File: config.mk
export PLATFORM = sky130hd
export DESIGN_NAME = multicycle_controller_flat
export DESIGN_NICKNAME = d
export VERILOG_FILES = /design/src/rtl/mc_pkg.sv /design/src/rtl/multicycle_controller_if.sv /design/src/rtl/multicycle_controller_alu_decoder.sv /design/src/rtl/multicycle_controller.sv /design/src/flat_wrapper.sv
export SDC_FILE = /design/constraint.sdc
export NUM_CORES = 1
export LEC_CHECK = 0
export ABC_AREA = 0
export CORE_ASPECT_RATIO = 1.1
export CORE_MARGIN = 5
export CORE_UTILIZATION = 41
export DETAILED_ROUTE_END_ITERATION = 12
export MAX_ROUTING_LAYER = met4
export PLACE_DENSITY = 0.89
export SKIP_LAST_GASP = 1
export SYNTH_ARGS = -nofsm -noshare
export SYNTH_HDL_FRONTEND = slang
export SYNTH_HIERARCHICAL = 1
export SYNTH_SLANG_ARGS = --single-unit
File: constraint.sdc
create_clock -name clk -period 2.54 [get_ports clk]
set_input_delay 0.635 -clock clk [delete_from_list [all_inputs] [get_ports clk]]
set_output_delay 0.635 -clock clk [all_outputs]
set_load 0.02 [all_outputs]
File: src/rtl/mc_pkg.sv
// Shared constants and types for the multicycle MIPS main controller.
package mc_pkg;

  localparam int unsigned STATE_W = 4;
  localparam int unsigned OP_W    = 6;
  localparam int unsigned FUNCT_W = 6;
  localparam int unsigned ALU3_W  = 3;

  localparam logic [STATE_W-1:0] S_FETCH    = 4'd0;
  localparam logic [STATE_W-1:0] S_DECODE   = 4'd1;
  localparam logic [STATE_W-1:0] S_MEMADR   = 4'd2;
  localparam logic [STATE_W-1:0] S_MEMRD    = 4'd3;
  localparam logic [STATE_W-1:0] S_MEMWB    = 4'd4;
  localparam logic [STATE_W-1:0] S_MEMWR    = 4'd5;
  localparam logic [STATE_W-1:0] S_RTYPE_EX = 4'd6;
  localparam logic [STATE_W-1:0] S_ALU_WB   = 4'd7;
  localparam logic [STATE_W-1:0] S_IMM_EX   = 4'd8;
  localparam logic [STATE_W-1:0] S_IMM_WB   = 4'd9;
  localparam logic [STATE_W-1:0] S_BRANCH   = 4'd10;
  localparam logic [STATE_W-1:0] S_JUMP     = 4'd11;
  localparam logic [STATE_W-1:0] S_TRAP     = 4'd12;

  localparam logic [OP_W-1:0] OP_RTYPE = 6'h00;
  localparam logic [OP_W-1:0] OP_J     = 6'h02;
  localparam logic [OP_W-1:0] OP_BEQ   = 6'h04;
  localparam logic [OP_W-1:0] OP_BNE   = 6'h05;
  localparam logic [OP_W-1:0] OP_ADDI  = 6'h08;
  localparam logic [OP_W-1:0] OP_SLTI  = 6'h0A;
  localparam logic [OP_W-1:0] OP_ANDI  = 6'h0C;
  localparam logic [OP_W-1:0] OP_ORI   = 6'h0D;
  localparam logic [OP_W-1:0] OP_LW    = 6'h23;
  localparam logic [OP_W-1:0] OP_SW    = 6'h2B;

  localparam logic [FUNCT_W-1:0] F_ADD = 6'h20;
  localparam logic [FUNCT_W-1:0] F_SUB = 6'h22;
  localparam logic [FUNCT_W-1:0] F_AND = 6'h24;
  localparam logic [FUNCT_W-1:0] F_OR  = 6'h25;
  localparam logic [FUNCT_W-1:0] F_SLT = 6'h2A;

  localparam logic [ALU3_W-1:0] ALU_ADD = 3'b010;
  localparam logic [ALU3_W-1:0] ALU_SUB = 3'b110;
  localparam logic [ALU3_W-1:0] ALU_AND = 3'b000;
  localparam logic [ALU3_W-1:0] ALU_OR  = 3'b001;
  localparam logic [ALU3_W-1:0] ALU_SLT = 3'b111;

  localparam logic [1:0] SRCB_B      = 2'b00;
  localparam logic [1:0] SRCB_FOUR   = 2'b01;
  localparam logic [1:0] SRCB_IMM    = 2'b10;
  localparam logic [1:0] SRCB_IMM_SH = 2'b11;

  localparam logic [1:0] PCSRC_ALU    = 2'b00;
  localparam logic [1:0] PCSRC_ALUOUT = 2'b01;
  localparam logic [1:0] PCSRC_JUMP   = 2'b10;

  typedef enum logic [1:0] {
    ALUOP_ADD   = 2'd0,
    ALUOP_SUB   = 2'd1,
    ALUOP_FUNCT = 2'd2,
    ALUOP_IMM   = 2'd3
  } alu_op_e;

  // Datapath control word; alu_control is kept separate because its width is parameterised.
  typedef struct packed {
    logic       mem_req;
    logic       pc_write;
    logic       branch;
    logic       branch_ne;
    logic       iord;
    logic       mem_write;
    logic       ir_write;
    logic       reg_write;
    logic       reg_dst;
    logic       mem_to_reg;
    logic       alu_src_a;
    logic [1:0] alu_src_b;
    logic [1:0] pc_src;
    logic       zero_ext;
    logic       illegal_op;
  } ctrl_t;

  function automatic logic is_zero_ext_op(input logic [OP_W-1:0] op);
    return (op == OP_ANDI) || (op == OP_ORI);
  endfunction

endpackage

File: src/rtl/multicycle_controller_if.sv
// Instruction-register / datapath side bundle of the multicycle controller.
interface multicycle_controller_if #(
  parameter int unsigned ALU_CTRL_W = 3
);
  import mc_pkg::*;

  logic [OP_W-1:0]       opcode;
  logic [FUNCT_W-1:0]    funct;
  logic                  mem_ready;
  logic                  mem_req;
  logic                  pc_write;
  logic                  branch;
  logic                  branch_ne;
  logic                  iord;
  logic                  mem_write;
  logic                  ir_write;
  logic                  reg_write;
  logic                  reg_dst;
  logic                  mem_to_reg;
  logic                  alu_src_a;
  logic [1:0]            alu_src_b;
  logic [ALU_CTRL_W-1:0] alu_control;
  logic [1:0]            pc_src;
  logic                  zero_ext;
  logic                  illegal_op;
  logic [STATE_W-1:0]    state_o;

  modport slave (
    input  opcode, funct, mem_ready,
    output mem_req, pc_write, branch, branch_ne, iord, mem_write, ir_write,
           reg_write, reg_dst, mem_to_reg, alu_src_a, alu_src_b, alu_control,
           pc_src, zero_ext, illegal_op, state_o
  );

  modport master (
    output opcode, funct, mem_ready,
    input  mem_req, pc_write, branch, branch_ne, iord, mem_write, ir_write,
           reg_write, reg_dst, mem_to_reg, alu_src_a, alu_src_b, alu_control,
           pc_src, zero_ext, illegal_op, state_o
  );

endinterface

File: src/rtl/multicycle_controller_alu_decoder.sv
// ALU control decode from the FSM's alu_op plus opcode/funct; flags unknown R-type functs.
module alu_decoder
  import mc_pkg::*;
#(
  parameter int unsigned ALU_CTRL_W = 3
) (
  input  logic [OP_W-1:0]       opcode,
  input  logic [FUNCT_W-1:0]    funct,
  input  alu_op_e               alu_op,
  output logic [ALU_CTRL_W-1:0] alu_control,
  output logic                  funct_valid
);

  logic [ALU3_W-1:0] code;

  always_comb begin
    code        = ALU_ADD;
    funct_valid = 1'b0;
    case (alu_op)
      ALUOP_ADD: code = ALU_ADD;
      ALUOP_SUB: code = ALU_SUB;
      ALUOP_FUNCT: begin
        funct_valid = 1'b1;
        case (funct)
          F_ADD:   code = ALU_ADD;
          F_SUB:   code = ALU_SUB;
          F_AND:   code = ALU_AND;
          F_OR:    code = ALU_OR;
          F_SLT:   code = ALU_SLT;
          default: funct_valid = 1'b0;
        endcase
      end
      ALUOP_IMM: begin
        case (opcode)
          OP_ANDI: code = ALU_AND;
          OP_ORI:  code = ALU_OR;
          OP_SLTI: code = ALU_SLT;
          default: code = ALU_ADD;
        endcase
      end
    endcase
  end

  // Wider ALU control buses get the 3-bit code zero-extended.
  assign alu_control = ALU_CTRL_W'(code);

endmodule

File: src/rtl/multicycle_controller.sv
// Multicycle MIPS main controller: Moore FSM driving datapath muxes/enables, with
// memory wait-state handshake and illegal-instruction trap.
module multicycle_controller
  import mc_pkg::*;
#(
  parameter int unsigned ALU_CTRL_W = 3,
  parameter bit          MEM_WAIT   = 1'b1,
  parameter bit          TRAP_EN    = 1'b1
) (
  input logic                     clk,
  input logic                     rst_n,
  multicycle_controller_if.slave  bus
);

  // Where an unrecognised opcode/funct goes: trap state, or silently back to fetch.
  localparam logic [STATE_W-1:0] S_BAD = TRAP_EN ? S_TRAP : S_FETCH;

  logic [STATE_W-1:0]    state;
  logic [STATE_W-1:0]    state_nx;
  ctrl_t                 ctrl;
  alu_op_e               alu_op;
  logic                  alu_en;
  logic [ALU_CTRL_W-1:0] alu_ctrl;
  logic                  funct_valid;
  logic                  mem_rdy;

  assign mem_rdy = MEM_WAIT ? bus.mem_ready : 1'b1;

  alu_decoder #(.ALU_CTRL_W(ALU_CTRL_W)) u_alu_dec (
    .opcode      (bus.opcode),
    .funct       (bus.funct),
    .alu_op      (alu_op),
    .alu_control (alu_ctrl),
    .funct_valid (funct_valid)
  );

  always_ff @(posedge clk) begin
    if (!rst_n) state <= S_FETCH;
    else        state <= state_nx;
  end

  // Next-state and Moore output decode.
  always_comb begin
    state_nx = S_FETCH;
    ctrl     = '0;
    alu_op   = ALUOP_ADD;
    alu_en   = 1'b0;
    case (state)
      S_FETCH: begin
        ctrl.mem_req   = 1'b1;
        ctrl.alu_src_b = SRCB_FOUR;
        ctrl.pc_src    = PCSRC_ALU;
        alu_en         = 1'b1;
        if (mem_rdy) begin
          ctrl.ir_write = 1'b1;
          ctrl.pc_write = 1'b1;
          state_nx      = S_DECODE;
        end else begin
          state_nx = S_FETCH;
        end
      end
      S_DECODE: begin
        ctrl.alu_src_b = SRCB_IMM_SH;
        alu_en         = 1'b1;
        case (bus.opcode)
          OP_LW, OP_SW:                        state_nx = S_MEMADR;
          OP_RTYPE:                            state_nx = S_RTYPE_EX;
          OP_BEQ, OP_BNE:                      state_nx = S_BRANCH;
          OP_J:                                state_nx = S_JUMP;
          OP_ADDI, OP_ANDI, OP_ORI, OP_SLTI:   state_nx = S_IMM_EX;
          default:                             state_nx = S_BAD;
        endcase
      end
      S_MEMADR: begin
        ctrl.alu_src_a = 1'b1;
        ctrl.alu_src_b = SRCB_IMM;
        alu_en         = 1'b1;
        if (bus.opcode == OP_SW)      state_nx = S_MEMWR;
        else if (bus.opcode == OP_LW) state_nx = S_MEMRD;
        else                          state_nx = S_FETCH;
      end
      S_MEMRD: begin
        ctrl.mem_req = 1'b1;
        ctrl.iord    = 1'b1;
        state_nx     = mem_rdy ? S_MEMWB : S_MEMRD;
      end
      S_MEMWB: begin
        ctrl.reg_write  = 1'b1;
        ctrl.mem_to_reg = 1'b1;
      end
      S_MEMWR: begin
        ctrl.mem_req   = 1'b1;
        ctrl.iord      = 1'b1;
        ctrl.mem_write = 1'b1;
        state_nx       = mem_rdy ? S_FETCH : S_MEMWR;
      end
      S_RTYPE_EX: begin
        ctrl.alu_src_a = 1'b1;
        ctrl.alu_src_b = SRCB_B;
        alu_op         = ALUOP_FUNCT;
        alu_en         = 1'b1;
        state_nx       = funct_valid ? S_ALU_WB : S_BAD;
      end
      S_ALU_WB: begin
        ctrl.reg_write = 1'b1;
        ctrl.reg_dst   = 1'b1;
      end
      S_IMM_EX: begin
        ctrl.alu_src_a = 1'b1;
        ctrl.alu_src_b = SRCB_IMM;
        ctrl.zero_ext  = is_zero_ext_op(bus.opcode);
        alu_op         = ALUOP_IMM;
        alu_en         = 1'b1;
        state_nx       = S_IMM_WB;
      end
      S_IMM_WB: begin
        ctrl.reg_write = 1'b1;
        ctrl.zero_ext  = is_zero_ext_op(bus.opcode);
      end
      S_BRANCH: begin
        ctrl.alu_src_a = 1'b1;
        ctrl.alu_src_b = SRCB_B;
        ctrl.branch    = 1'b1;
        ctrl.branch_ne = (bus.opcode == OP_BNE);
        ctrl.pc_src    = PCSRC_ALUOUT;
        alu_op         = ALUOP_SUB;
        alu_en         = 1'b1;
      end
      S_JUMP: begin
        ctrl.pc_write = 1'b1;
        ctrl.pc_src   = PCSRC_JUMP;
      end
      S_TRAP: begin
        ctrl.illegal_op = 1'b1;
      end
      default: state_nx = S_FETCH;
    endcase
    // Reset suppresses every strobe immediately, including an in-flight memory access.
    if (!rst_n) begin
      ctrl   = '0;
      alu_en = 1'b0;
    end
  end

  assign bus.mem_req     = ctrl.mem_req;
  assign bus.pc_write    = ctrl.pc_write;
  assign bus.branch      = ctrl.branch;
  assign bus.branch_ne   = ctrl.branch_ne;
  assign bus.iord        = ctrl.iord;
  assign bus.mem_write   = ctrl.mem_write;
  assign bus.ir_write    = ctrl.ir_write;
  assign bus.reg_write   = ctrl.reg_write;
  assign bus.reg_dst     = ctrl.reg_dst;
  assign bus.mem_to_reg  = ctrl.mem_to_reg;
  assign bus.alu_src_a   = ctrl.alu_src_a;
  assign bus.alu_src_b   = ctrl.alu_src_b;
  assign bus.pc_src      = ctrl.pc_src;
  assign bus.zero_ext    = ctrl.zero_ext;
  assign bus.illegal_op  = ctrl.illegal_op;
  assign bus.alu_control = alu_en ? alu_ctrl : '0;
  assign bus.state_o     = rst_n ? state : S_FETCH;

endmodule

File: src/flat_wrapper.sv
// flat-port wrapper written by rule: the top's interface ports become plain ports
module multicycle_controller_flat import mc_pkg::*;
#(
  parameter int unsigned ALU_CTRL_W = 3,
  parameter bit          MEM_WAIT   = 1'b1,
  parameter bit          TRAP_EN    = 1'b1
)
  (clk, rst_n, bus_opcode, bus_funct, bus_mem_ready, bus_mem_req, bus_pc_write, bus_branch, bus_branch_ne, bus_iord, bus_mem_write, bus_ir_write, bus_reg_write, bus_reg_dst, bus_mem_to_reg, bus_alu_src_a, bus_alu_src_b, bus_alu_control, bus_pc_src, bus_zero_ext, bus_illegal_op, bus_state_o);
  multicycle_controller_if #(.ALU_CTRL_W(ALU_CTRL_W)) bus_i ();
  input logic clk;
  input logic rst_n;
  input wire logic [$bits(bus_i.opcode)-1:0] bus_opcode;
  input wire logic [$bits(bus_i.funct)-1:0] bus_funct;
  input wire logic [$bits(bus_i.mem_ready)-1:0] bus_mem_ready;
  output wire logic [$bits(bus_i.mem_req)-1:0] bus_mem_req;
  output wire logic [$bits(bus_i.pc_write)-1:0] bus_pc_write;
  output wire logic [$bits(bus_i.branch)-1:0] bus_branch;
  output wire logic [$bits(bus_i.branch_ne)-1:0] bus_branch_ne;
  output wire logic [$bits(bus_i.iord)-1:0] bus_iord;
  output wire logic [$bits(bus_i.mem_write)-1:0] bus_mem_write;
  output wire logic [$bits(bus_i.ir_write)-1:0] bus_ir_write;
  output wire logic [$bits(bus_i.reg_write)-1:0] bus_reg_write;
  output wire logic [$bits(bus_i.reg_dst)-1:0] bus_reg_dst;
  output wire logic [$bits(bus_i.mem_to_reg)-1:0] bus_mem_to_reg;
  output wire logic [$bits(bus_i.alu_src_a)-1:0] bus_alu_src_a;
  output wire logic [$bits(bus_i.alu_src_b)-1:0] bus_alu_src_b;
  output wire logic [$bits(bus_i.alu_control)-1:0] bus_alu_control;
  output wire logic [$bits(bus_i.pc_src)-1:0] bus_pc_src;
  output wire logic [$bits(bus_i.zero_ext)-1:0] bus_zero_ext;
  output wire logic [$bits(bus_i.illegal_op)-1:0] bus_illegal_op;
  output wire logic [$bits(bus_i.state_o)-1:0] bus_state_o;
  assign bus_i.opcode = bus_opcode;
  assign bus_i.funct = bus_funct;
  assign bus_i.mem_ready = bus_mem_ready;
  assign bus_mem_req = bus_i.mem_req;
  assign bus_pc_write = bus_i.pc_write;
  assign bus_branch = bus_i.branch;
  assign bus_branch_ne = bus_i.branch_ne;
  assign bus_iord = bus_i.iord;
  assign bus_mem_write = bus_i.mem_write;
  assign bus_ir_write = bus_i.ir_write;
  assign bus_reg_write = bus_i.reg_write;
  assign bus_reg_dst = bus_i.reg_dst;
  assign bus_mem_to_reg = bus_i.mem_to_reg;
  assign bus_alu_src_a = bus_i.alu_src_a;
  assign bus_alu_src_b = bus_i.alu_src_b;
  assign bus_alu_control = bus_i.alu_control;
  assign bus_pc_src = bus_i.pc_src;
  assign bus_zero_ext = bus_i.zero_ext;
  assign bus_illegal_op = bus_i.illegal_op;
  assign bus_state_o = bus_i.state_o;
  multicycle_controller #(.ALU_CTRL_W(ALU_CTRL_W), .MEM_WAIT(MEM_WAIT), .TRAP_EN(TRAP_EN)) u_core (.clk(clk), .rst_n(rst_n), .bus(bus_i));
endmodule
## After elaboration in Yosys (flattened, before gate mapping)

Cells that the tools add are included.

- Register bits: 4
- Bits of input ports: 15
- Output and inout port bits: 24
- Word-level logic and storage cells: 79

- Equal/unequal tests: 29
- Mux-type cells: 34
- Reduce and logical (&&, ||, !) cells: 15

Operators with widths:

| kind | number |
|---|---|
| 6-bit == test (second input constant) | 7 |
| 4-bit one-hot mux with 7 select lines | 1 |
| 6-bit by 4-bit == test with 1-bit output (second input constant) | 4 |
| 3-bit one-hot mux with 4 select lines | 2 |
| 4-bit == test (second input constant) | 5 |
| 4-bit one-hot mux with 5 select lines | 1 |
| 17-bit two-way mux | 1 |
| 4-bit by 3-bit == test with 1-bit output (second input constant) | 4 |
| 1-bit two-way mux | 16 |
| 6-bit by 3-bit == test with 1-bit output (second input constant) | 2 |
| 3-bit two-way mux | 4 |
| 2-bit one-hot mux with 3 select lines | 2 |
| 2-bit OR reduction | 5 |
| 3-bit one-hot mux with 3 select lines | 1 |
| 4-bit by 2-bit == test with 1-bit output (second input constant) | 2 |
| 4-bit two-way mux | 2 |
| 4-bit OR reduction | 2 |
| 6-bit by 2-bit == test with 1-bit output (second input constant) | 1 |
| 6-bit zero test | 1 |
| 3-bit OR reduction | 2 |
| 6-bit OR reduction | 1 |
| 5-bit OR reduction | 1 |
| 2-bit == test (second input constant) | 2 |
| 4-bit by 1-bit == test with 1-bit output (second input constant) | 1 |
| 7 further kinds | 8 |

## Logic depth before layout (Yosys ltp)

- Depth in word-level cells: 6
- Gate-level depth with buffers: 12
- Gate-level depth less buffers: 10

## By module

The synthesis kept the hierarchy.

Modules (own cells, without submodules):

| module | times used | cells an instance | area each (sq um) | seq. area each (sq um) |
|---|---|---|---|---|
| multicycle_controller | 1 | 112 | 698.2 | 80.1 |
| alu_decoder | 1 | 20 | 156.4 | 0.0 |

## Least setup slack after synthesis

OpenSTA, ideal clock, no wires.

- Kind: reg2out
- Start point: reg u_core.state[1]
- End point: out bus_alu_control[2]
- Arrival time: 1874 ps
- Required time: 1905 ps
- Slack: 31 ps
- Cell stages (with the launch flop): 11
- Buffers on the path: 2
- Cells stage by stage: dfxtp_1 > buf_2 > clkbuf_1 > nand2_1 > nor2_1 > a21oi_1 > nor2_1 > nand4bb_1 > nor4b_2 > a221o_2 > and3_1

- Word-level cells in the longest chain between the ends: 5
- Elaborated cells on any way between the ends: 16
- Classes of those cells: eq/ne (8); mux (5); reduce/logical (3)

RTL lines:

| item | line | text |
|---|---|---|
| start: declaration | multicycle_controller.sv:18 | `logic [STATE_W-1:0] state;` |
| start signal: assignment | multicycle_controller.sv:39 | `else state <= state_nx;` |
| 4-bit == test or 4-bit by 3-bit == test with 1-bit output (tied branches) | multicycle_controller.sv:48 | `case (state)` |
| 2-bit one-hot mux with 3 select lines * | multicycle_controller.sv:48 |  |
| via u_core.alu_op[1] | multicycle_controller.sv:21 | `alu_op_e alu_op;` |
| 2-bit == test (tied with other cells) | multicycle_controller_alu_decoder.sv:19 | `case (alu_op)` |
| 3-bit one-hot mux with 4 select lines * | multicycle_controller_alu_decoder.sv:19 |  |
| via u_core.alu_ctrl[2] | multicycle_controller.sv:23 | `logic [ALU_CTRL_W-1:0] alu_ctrl;` |
| 3-bit two-way mux * | multicycle_controller.sv:160 | `assign bus.alu_control = alu_en ? alu_ctrl : '0;` |
| end: declaration | flat_wrapper.sv:27 | `output wire logic [$bits(bus_i.alu_control)-1:0] bus_alu_control;` |

The timed path passes the listed nets; every way through them passes the cells marked *.

## Worst setup path in the final report

- Start point: reg u_core.state[2]
- End point: out bus_alu_control[2]

The elaborated chain is that of the path after synthesis.

==> summary.md <==
| Metric | Value |
|---|---|
| Run status | finished, final reports clean |
| Most frequent cells in the layout | buf_4 (33), dlygate4sd2_1 (22), nor2_1 (14), nand2_1 (10) |
| Worst hold path type | reg2reg |
| Max VDD drop | 0.198 mV |
| Fmax | 399 MHz |
| Clock latency on the worst-skew pair | 0.23 ns |
| Critical setup path kind | reg2out |
| Vias in the first global route | 1333 |
| Crit share post-route | 98.8% |
| Setup Viol. Count Final | 0 |
| Reg2reg setup slack | 0.36 ns |
| Dpl ws | -0.578 ns |
| Synth warn | 6 |
| Grt ovf | 0 |
| Max reg flops | 4 |
| CP max stage delay | 0.36 ns |
| PwrDens | 299 nW/um^2 |
| Chip Width | 53.5 um |
| Wire length per cell | 16.3 um |
| Total global-route track usage | 23.4% |
| Worst setup SP type | flip-flop |
| Routability Congestion | 0.951 |
| Ys async rst share | 0% |
| Root buffer cell | clkbuf_4 |
| Maxcap violations | 0 |
| Setup crit end kind | primary output |
| Max-slew violations | 0 |
| H-tree Lvls | 1 |
| Count of different cell masters after synthesis | 43 |
| First-pass GRT wire length | 5.61 mm |
| Most common library cell in the layout ignoring fill and taps | buf_4 |
| Initial Util | 42.7% |
| Headroom to the max-slew limit | 72.0% |
| Final WS setup | 0.0309 ns |
| DR vias/cell | 6.04 |
| Post-CTS setup buffers | 0 |
| Layout area overhead | 79.9% |
| Largest net degree at the start of global routing | 13 |
| Arr. time, crit path | 1.87 ns |
| Top reg by flops | u_core/state |
| Worst EP required | 1.90 ns |
| Min-Delay Startpoint | u_core/state[3] |
| Worst hold stages | 2 |
| Buffers & Inverters on Critical Path | 1 |
| Core Area | 2000 sq um |
| Initial antenna violation count | 0 |
| Tmin final | 2.51 ns |
| Clock skew | 0.00287 ns |
| Crit Path Max Fanout | 6 |
| Reg2reg start | u_core/state[2] |
| CTS tree | yes |
| Routed Antenna Nets | 0 |
| Hpwl dp | 2.51 mm |
| TritonRoute pass-1 iters | 5 |
| Register area | 88.8 sq um |
| Clk sinks | 4 |
| Hold path endpoint | u_core/state[2] |
| Clock buffer depth | 2 |
| EDFF count, synth | 0 |
| Post-synth top flop | dfxtp_1 |
| Layout cell share with drive strength beyond 1 | 33.5% |
| Via count | 1340 |
| Area of the multi-input gates | 766 sq um |
| Site Rows | 17 |
| R2r endpoint | u_core/state[1] |
| DR DRC count | 0 |
| IO Pins | 39 |
| Placed insts | 219 |
| Worst r2r path cells | 11 |
| Antenna cell count | 0 |
| RSZ-0062 raised after global routing | yes |
| Number of buffers created by CTS | 3 |
| Seq cells post-synth | 4 |
| Cell count after synthesis | 132 |
| 1st-iter DRT viols | 136 |
| Final WL | 3.62 mm |
| Layout Nets | 211 |
| Die H | 57.9 um |
| Clock transition at path regs | 0.04 ns |
| Critical Path Slowest Stage Cell | dfxtp_4 |
| Pleak | 0.768 nW |
| Final Hold Fails | 0 |
| Final-layout fill cell count | 139 |
| Critical Path, Cell by Cell | nand2b_1 > nor2_2 > nand4bb_1 > nor4b_2 > a221o_2 > and3_4 > buf_6 |
| Number of buffers added on ports | 38 |
| Cts hold-fix bufs | 0 |
| Mapped Nets | 147 |
| Final Non-Filler Cells | 222 |
| Top delay family on crit path | simple AND/OR/NAND/NOR gates |
| Synthesized area | 855 sq um |
| Total Power | 460 uW |
| Mean Syn Cell Area | 6.47 sq um |
| Register area share after synthesis | 9.37% |
| Die Footprint | 3100 sq um |
| Slew @ Worst Pin | 0.417 ns |
| Regs by FF count | u_core/state: 4 flops |
==> power breakdown <==
| group | internal [mW] | switching (mW) |
|---|---|---|
| clock | 0.0528 | 0.0246 |
| sequential | 0.0692 | 0.0130 |
| combinational | 0.142 | 0.158 |
| total | 0.264 | 0.196 |
==> Yosys cell counts (3+ instances only) <==
master | instances | area, sq um
nand2_1 | 11 | 41.3
nor4b_1 | 3 | 26.3
clkbuf_1 | 4 | 15.0
and3_1 | 4 | 25.0
and2_1 | 5 | 31.3
nor3b_1 | 6 | 45.0
inv_1 | 7 | 26.3
dfxtp_1 | 4 | 80.1
nand3_1 | 3 | 15.0
nor2_1 | 18 | 67.6
o22ai_1 | 3 | 18.8
buf_2 | 5 | 25.0
nor2b_1 | 5 | 31.3
nor4_1 | 4 | 25.0
a21oi_1 | 7 | 35.0
o21ai_0 | 7 | 35.0
nand2b_1 | 3 | 18.8
==> worst min-delay path: stages (launching register included) <==
cell and delay (ns):
dfxtp_2 0.39, buf_4 0.19, a211oi_1 0.06
==> repair_timing <==
action | CTS | global route
pin swaps | 4 | 6
setup endpoints to repair | 24 | 10
resized for setup | 56 | 25
==> worst max-delay path by stage <==
stage	slack (ns)	end	startpoint	cells past startpoint
CTS	-0.19	bus_alu_control[0]	bus_funct[3]	6
detailed placement	-0.58	bus_alu_control[0]	bus_opcode[1]	6
finish	0.03	bus_alu_control[2]	u_core/state[2]	7
global route	-0.04	bus_alu_control[2]	u_core/state[2]	7
floorplan	0.03	bus_alu_control[2]	u_core/state[1]	10
global placement	-0.51	bus_alu_control[1]	bus_opcode[4]	6
==> final cells by class <==
class | count | share of cell area (%)
Tap cell | 28 | 2.28
Clock buffer | 3 | 1.46
Timing Repair Buffer | 70 | 39.0
Sequential cell | 4 | 5.78
Multi-Input combinational cell | 110 | 49.8
Inverter | 7 | 1.71
==> through the flow <==
stage	setup TNS, ns	cell area, sq um	util, %	hold WS [ns]
after floorplan	0	855	-	0.603
after global placement	-8.16	1450	72.6	0.679
after detailed placement	-8.63	1450	72.6	0.704
after CTS	-0.187	1470	73.6	0.721
after global routing	-0.0517	1540	76.9	0.699
final	0	1540	76.9	0.688
==> cell families after synthesis <==
group | count (synthesis) | share of synthesized area, %
XOR/XNOR | 2 | 2.05
AO/OA/AOI/OAI | 29 | 22.1
flip-flops | 4 | 9.37
AND/OR/NAND/NOR | 79 | 56.5
buffers and inverters | 18 | 9.96
==> routing by layer <==
layer | wire (um) | track usage, % | vias to the layer above
met4 | 112 | 6.93 | 0
li1 | - | - | 614
met1 | 1370 | 26.8 | 612
met3 | 358 | 1.29 | 18
met2 | 1790 | 42.6 | 96
met5 | 0 | - | -
(Power assumes the default switching activity.)
